==> src/rtl/mips32r1_wb_arb_pkg.sv <==
// Shared encodings for the two-master Wishbone arbiter: FSM states and master indices.
package mips32r1_wb_arb_pkg;

  localparam logic [1:0] IDLE  = 2'd0;
  localparam logic [1:0] GNT0  = 2'd1;
  localparam logic [1:0] GNT1  = 2'd2;
  localparam logic [1:0] DRAIN = 2'd3;

  typedef enum logic [1:0] {
    ST_IDLE  = IDLE,
    ST_GNT0  = GNT0,
    ST_GNT1  = GNT1,
    ST_DRAIN = DRAIN
  } arb_state_e;

  localparam logic M_IBUS = 1'b0;
  localparam logic M_DBUS = 1'b1;

endpackage

==> src/rtl/mips32r1_wb_arb_wdog.sv <==
// Wait-state watchdog for the arbiter: counts stalled strobe cycles and flags
// expiry once TIMEOUT_CYCLES is reached; holds there until cleared.
module mips32r1_wb_arb_wdog #(
  parameter int unsigned TIMEOUT_CYCLES = 255
) (
  input  logic wb_clk_i,
  input  logic wb_rst_i,
  input  logic clear,
  input  logic count_en,
  output logic expired
);

  localparam logic [15:0] LIMIT = 16'(TIMEOUT_CYCLES);

  logic [15:0] count_r;

  // Stall counter; saturates at LIMIT so expiry stays visible until cleared.
  always_ff @(posedge wb_clk_i) begin
    if (wb_rst_i) begin
      count_r <= 16'd0;
    end else if (clear) begin
      count_r <= 16'd0;
    end else if (count_en && (count_r != LIMIT)) begin
      count_r <= count_r + 16'd1;
    end else begin
      count_r <= count_r;
    end
  end

  assign expired = (count_r == LIMIT);

endmodule

==> src/rtl/mips32r1_wb_arb2.sv <==
// Two-master (ibus=m0, dbus=m1) round-robin Wishbone B3 classic arbiter onto one slave.
// Define WB_ARB_TIMEOUT_EN to add the wait-state watchdog and DRAIN state.
module mips32r1_wb_arb2
  import mips32r1_wb_arb_pkg::*;
#(
  parameter int unsigned AW             = 32,
  parameter int unsigned DW             = 32,
  parameter int unsigned TIMEOUT_CYCLES = 255
) (
  input  logic            wb_clk_i,
  input  logic            wb_rst_i,
  input  logic [AW-1:0]   m0_adr_i,
  input  logic [DW-1:0]   m0_dat_i,
  input  logic            m0_we_i,
  input  logic [DW/8-1:0] m0_sel_i,
  input  logic            m0_stb_i,
  input  logic            m0_cyc_i,
  output logic [DW-1:0]   m0_dat_o,
  output logic            m0_ack_o,
  output logic            m0_err_o,
  input  logic [AW-1:0]   m1_adr_i,
  input  logic [DW-1:0]   m1_dat_i,
  input  logic            m1_we_i,
  input  logic [DW/8-1:0] m1_sel_i,
  input  logic            m1_stb_i,
  input  logic            m1_cyc_i,
  output logic [DW-1:0]   m1_dat_o,
  output logic            m1_ack_o,
  output logic            m1_err_o,
  output logic [AW-1:0]   s_adr_o,
  output logic [DW-1:0]   s_dat_o,
  output logic            s_we_o,
  output logic [DW/8-1:0] s_sel_o,
  output logic            s_stb_o,
  output logic            s_cyc_o,
  input  logic [DW-1:0]   s_dat_i,
  input  logic            s_ack_i,
  input  logic            s_err_i
);

  if ((TIMEOUT_CYCLES < 1) || (TIMEOUT_CYCLES > 65535)) begin : g_bad_timeout
    $error("mips32r1_wb_arb2: TIMEOUT_CYCLES out of range 1..65535");
  end

  arb_state_e state_r;
  logic       last_r;
  logic       gnt0_s;
  logic       gnt1_s;
  logic       expired_s;

  assign gnt0_s = (state_r == ST_GNT0) && !wb_rst_i;
  assign gnt1_s = (state_r == ST_GNT1) && !wb_rst_i;

`ifdef WB_ARB_TIMEOUT_EN
  logic drain_owner_r;
  logic wdog_clear_s;
  logic wdog_count_en_s;

  assign wdog_clear_s    = !(gnt0_s || gnt1_s) || s_ack_i || s_err_i;
  assign wdog_count_en_s = s_stb_o && !s_ack_i && !s_err_i;

  mips32r1_wb_arb_wdog #(
    .TIMEOUT_CYCLES(TIMEOUT_CYCLES)
  ) u_wdog (
    .wb_clk_i (wb_clk_i),
    .wb_rst_i (wb_rst_i),
    .clear    (wdog_clear_s),
    .count_en (wdog_count_en_s),
    .expired  (expired_s)
  );
`else
  assign expired_s = 1'b0;
`endif

  // Arbitration FSM: grant is locked for the owner's whole cyc, ties go to !last.
  always_ff @(posedge wb_clk_i) begin
    if (wb_rst_i) begin
      state_r <= ST_IDLE;
      last_r  <= M_DBUS;
`ifdef WB_ARB_TIMEOUT_EN
      drain_owner_r <= M_IBUS;
`endif
    end else begin
      case (state_r)
        ST_IDLE: begin
          if (m0_cyc_i && m1_cyc_i) begin
            state_r <= (last_r == M_DBUS) ? ST_GNT0 : ST_GNT1;
          end else if (m0_cyc_i) begin
            state_r <= ST_GNT0;
          end else if (m1_cyc_i) begin
            state_r <= ST_GNT1;
          end else begin
            state_r <= ST_IDLE;
          end
        end
        ST_GNT0: begin
          if (!m0_cyc_i) begin
            state_r <= ST_IDLE;
            last_r  <= M_IBUS;
`ifdef WB_ARB_TIMEOUT_EN
          end else if (expired_s) begin
            state_r       <= ST_DRAIN;
            drain_owner_r <= M_IBUS;
`endif
          end else begin
            state_r <= ST_GNT0;
          end
        end
        ST_GNT1: begin
          if (!m1_cyc_i) begin
            state_r <= ST_IDLE;
            last_r  <= M_DBUS;
`ifdef WB_ARB_TIMEOUT_EN
          end else if (expired_s) begin
            state_r       <= ST_DRAIN;
            drain_owner_r <= M_DBUS;
`endif
          end else begin
            state_r <= ST_GNT1;
          end
        end
`ifdef WB_ARB_TIMEOUT_EN
        ST_DRAIN: begin
          if (((drain_owner_r == M_IBUS) && !m0_cyc_i) ||
              ((drain_owner_r == M_DBUS) && !m1_cyc_i)) begin
            state_r <= ST_IDLE;
            last_r  <= drain_owner_r;
          end else begin
            state_r <= ST_DRAIN;
          end
        end
`endif
        default: begin
          state_r <= ST_IDLE;
        end
      endcase
    end
  end

  // Slave-side mux from the granted master; everything quiet in IDLE, DRAIN and reset.
  always_comb begin
    s_adr_o = '0;
    s_dat_o = '0;
    s_sel_o = '0;
    s_we_o  = 1'b0;
    s_stb_o = 1'b0;
    s_cyc_o = 1'b0;
    if (gnt0_s) begin
      s_adr_o = m0_adr_i;
      s_dat_o = m0_dat_i;
      s_sel_o = m0_sel_i;
      s_we_o  = m0_we_i;
      s_cyc_o = m0_cyc_i && !expired_s;
      s_stb_o = m0_cyc_i && m0_stb_i && !expired_s;
    end else if (gnt1_s) begin
      s_adr_o = m1_adr_i;
      s_dat_o = m1_dat_i;
      s_sel_o = m1_sel_i;
      s_we_o  = m1_we_i;
      s_cyc_o = m1_cyc_i && !expired_s;
      s_stb_o = m1_cyc_i && m1_stb_i && !expired_s;
    end else begin
      s_cyc_o = 1'b0;
    end
  end

  assign m0_dat_o = s_dat_i;
  assign m1_dat_o = s_dat_i;
  assign m0_ack_o = gnt0_s && !expired_s && s_ack_i;
  assign m1_ack_o = gnt1_s && !expired_s && s_ack_i;
  assign m0_err_o = gnt0_s && (s_err_i || expired_s);
  assign m1_err_o = gnt1_s && (s_err_i || expired_s);

endmodule

==> config.mk <==
export PLATFORM = sky130hd
export DESIGN_NAME = mips32r1_wb_arb2
export DESIGN_NICKNAME = d
export VERILOG_FILES = /design/src/rtl/mips32r1_wb_arb_pkg.sv /design/src/rtl/mips32r1_wb_arb_wdog.sv /design/src/rtl/mips32r1_wb_arb2.sv
export SDC_FILE = /design/constraint.sdc
export NUM_CORES = 1
export LEC_CHECK = 0
export ABC_AREA = 1
export CAP_MARGIN = 10
export CORE_AREA = 10 10 114 116
export DETAILED_ROUTE_END_ITERATION = 10
export DIE_AREA = 0 0 124 126
export GPL_TIMING_DRIVEN = 0
export PLACE_DENSITY = 0.65
export SLEW_MARGIN = 20
export SYNTH_ARGS = -nofsm -noshare
export SYNTH_HDL_FRONTEND = slang
export SYNTH_SLANG_ARGS = --single-unit
==> constraint.sdc <==
create_clock -name wb_clk_i -period 1.6 [get_ports wb_clk_i]
set_input_delay 0.16 -clock wb_clk_i [delete_from_list [all_inputs] [get_ports wb_clk_i]]
set_output_delay 0.16 -clock wb_clk_i [all_outputs]
set_load 0.02 [all_outputs]
-- Word-level counts from Yosys, hierarchy flattened
Cells that the tools add are included.
W data, S select, Z words.
- register bits after elaboration: 3
- output and inout port bits: 139
- multiplexer cells: 21
- reductions and logical operators: 13
- equal/unequal tests: 4
- operator list (kind ; number):
    $mux W32 ; 4
    $logic_and A1 B1 Y1 ; 9
    $mux W1 ; 9
    $mux W2 ; 4
    $mux W4 ; 2
    $pmux W2 S3 ; 1
    $ne A2 B2 Y1 const B ; 2
    $reduce_and A3 Y1 ; 1
    $eq A2 B1 Y1 const B ; 1
    $eq A2 B2 Y1 const B ; 1
    $logic_not A2 Y1 ; 1
    $pmux W1 S2 ; 1
    $reduce_bool A2 Y1 ; 1
    $logic_not A1 Y1 ; 1

-- Logic depth before layout (Yosys ltp)
- word-level depth: 4
- gate-level depth with buffers: 6
- gate-level depth less buffers: 5

-- Worst setup path before layout
No wires, ideal clock.
- path type: register to output
- from: register state_r[0]
- to: output port s_adr_o[0]
- path buffers: 1
- path slack: 0.385 ns
- stages on the path, launching flop included: 6
- required time: 1.440 ns
- data arrival time: 1.055 ns
- cell sequence: dfxtp_1 -> nand2_1 -> nor2_4 -> buf_2 -> nand2_1 -> nand2_1
- longest elaborated chain between the ends: 4
- RTL lines (element ; RTL line ; RTL):
    from (decl) ; mips32r1_wb_arb2.sv:45 ; arb_state_e state_r;
    from (signal assigned) ; mips32r1_wb_arb2.sv:87 ; state_r <= (last_r == M_DBUS) ? ST_GNT0 : ST_GNT1;
    $eq A2 B2 Y1 ; mips32r1_wb_arb2.sv:52 ; assign gnt1_s = (state_r == ST_GNT1) && !wb_rst_i;
    $logic_and A1 B1 Y1 ; mips32r1_wb_arb2.sv:52 ;
    $mux W32 ; mips32r1_wb_arb2.sv:155 ; end else if (gnt1_s) begin
    $mux W32 (*) ; mips32r1_wb_arb2.sv:148 ; if (gnt0_s) begin
    to (decl) ; mips32r1_wb_arb2.sv:30 ; output logic [AW-1:0] s_adr_o,
Every way passes the cells marked *; elsewhere a longest branch is shown, timed or not.

-- Worst setup path in the final report
- from: register state_r[1]
- to: output port s_adr_o[16]
Same word-level chain as after synthesis.

==> impl_metrics.ini <==
[clock_network]
hold_buffers = 0
clock_sinks = 3
insertion_delay_ps = 210
clk_path_buf_depth = 2
htreeDepth = 1
root_buffer = clkbuf_8
cts_inserted_buffers = 3
cts_tree = built
clk_pin_slew_worst_paths_ps = 30

[logic_synthesis]
synth-main-ff-cell = dfxtp_1
yosysUniqueCellTypes = 12
async_flop_share = 0
yosysMostFrequentCell = nand2_1
synth_top_area_frac = 0.529
ys_top_cells_by_count = nand2_1, buf_4, buf_2
synth-edff-count = 0
syn_inst = 325
syn_avg_cell_area_um2 = 4.78
ys_warn_count = 0
ys_ff_latch = 3
synthesis.nets = 503
netlist_area_um2 = 1550
synth.largest_area_cell = nand2_1
ys_seq_area_frac = 0.0387
netlist_top_cells_area = nand2_1, buf_4, buf_2

[power_and_ir_drop]
power.total_mw = 1.48
leakage_nw = 2.43
ir_drop_mv = 0.457
p_per_area_nw_per_um2 = 316

[cells_and_area]
diodes = 0
drive_gt1_frac = 0.289
stdcell_count = 763
utilization = 0.437
area_delta_synth_final_pct = 201
final.fill_count = 1118
multi_input_area_um2 = 920
fin_nets = 802
regArea_um2 = 62.6

[routing]
drc = 0
wl_per_cell_um = 15.7
routed_wl_um = 12000
drtPass1Iterations = 4
drtAntennaViolNets = 0
via_count = 2861
drt_iter0_markers = 81
vias_per_cell = 3.75

[floorplanning]
die-height_um = 126
die_w_um = 124
core_um2 = 10700
initial_core_util = 0.145
rows = 38
io_pins = 317
die_area_um2 = 15600

[placed_design]
dpl.hpwl_um = 10700
io_buffers = 284
dpl.cell_count = 749
routabilityCongestion = 0.802

[setup_path]
worstPathMaxFanout = 10
cp_data_required_time_ps = 1440
critPathKind = flip-flop to output port
rr_worst_depth = 4
reg2reg_from = state_r[1]$_SDFF_PP0_
path_cells = inv_2 -> nor3_4 -> buf_6 -> buf_8 -> nand2_1 -> nand2_2 -> buf_6
path_common_cell = buf_6
arrival_ps = 1380
slowest_stage = dfxtp_2
crit_family = buffers and inverters
setup.worst_path.start = state_r[1]$_SDFF_PP0_
cpPeakStageDelay_ps = 320
path_buf_inv = 4
critical_path_depth = 7
endpoint_kind = output port
critPathLaunchType = flip-flop

[flow_run]
cap_viol_max_count = 0

[global_route]
grt_antenna_before_repair = 0
grt_pass1_wl_um = 16800
grt_max_degree = 11
grtUsageTotal = 0.134
grt_overflow = 0
first_global_vias = 2928

[status]
status = completed

[worst_hold_path]
min_from = last_r$_SDFFE_PP1P_
hp-class = flip-flop to flip-flop
hold_depth = 1

[sta]
setup_tns_ps = 0
setup-violations-final = 0
min_period_over_period = 0.961
hold_viol = 0
finalMaxSlewViolations = 0
min_period_ps = 1540
worstMarginPinSlew_ps = 258
skew_ps = 0.830
slew_headroom = 0.828
fmax_ghz = 0.651
rsz0062_at_grt = yes
==> logic make-up after synthesis <==
kind of cell,after synthesis,synth area share
AO/OA/AOI/OAI,2,0.00644
buffers and inverters,90,0.384
flip-flops,3,0.0387
AND/OR/NAND/NOR,230,0.571
==> worst paths after layout <==
check / to / slack [ps]
worst min-delay path: state_r[1]$_SDFF_PP0_ / 470
worst min register to register: state_r[1]$_SDFF_PP0_ / 470
worst max-delay path: s_adr_o[16] / 60
worst max register to register: state_r[0]$_SDFF_PP0_ / 750
==> per-stage QoR <==
stage	instance area, um2	hold slack (ps)	worst slack, ps
3_5_place_dp	4570	465	-920
5_1_grt	4670	483	-20.3
3_3_place_gp	4570	438	-872
2_1_floorplan	1550	301	385
4_1_cts	4420	464	-13.4
6_report	4670	470	63.2
==> per-layer routing <==
metal	track usage	vias up	share of wire
met5	0	-	0
met4	0.00881	0	0.0028
met3	0.0487	4	0.12
met2	0.270	157	0.55
met1	0.129	1210	0.33
li1	-	1490	-
==> cells in the final DEF, fill, tap and decap left out, drive strengths merged <==
master,count
nand2,219
clkdlybuf4s50,208
inv,12
a21oi,1
o21ai,1
buf,160
dfxtp,3
nand3,2
nor3,2
clkbuf,7
dlygate4sd2,1
nor2,7
==> sequential cells by signal (all words and copies together), names as in the netlist <==
name     flops
state_r      2
last_r       1
==> report_power, final <==
part	switching [mW]	total [mW]	internal, mW
combinational	0.464	1.17	0.711
sequential	0.00452	0.0849	0.0803
clock	0.0473	0.217	0.170
total	0.515	1.48	0.961
==> timing repair <==
item,in CTS,in global routing
pin swaps,2,1
setup endpoints to repair,75,74
gates resized for setup,334,77
gates cloned,0,2
buffers inserted,7,1
==> cell type report <==
type | instances | share of cell area
plain buffers | 78 | 0.143
clock buffers | 4 | 0.00964
inverters | 12 | 0.00964
multi-input cells | 232 | 0.197
flip-flops and latches | 3 | 0.0134
well taps | 140 | 0.0375
repair buffers | 294 | 0.590
Note: power is estimated with default switching activity, not from simulation.
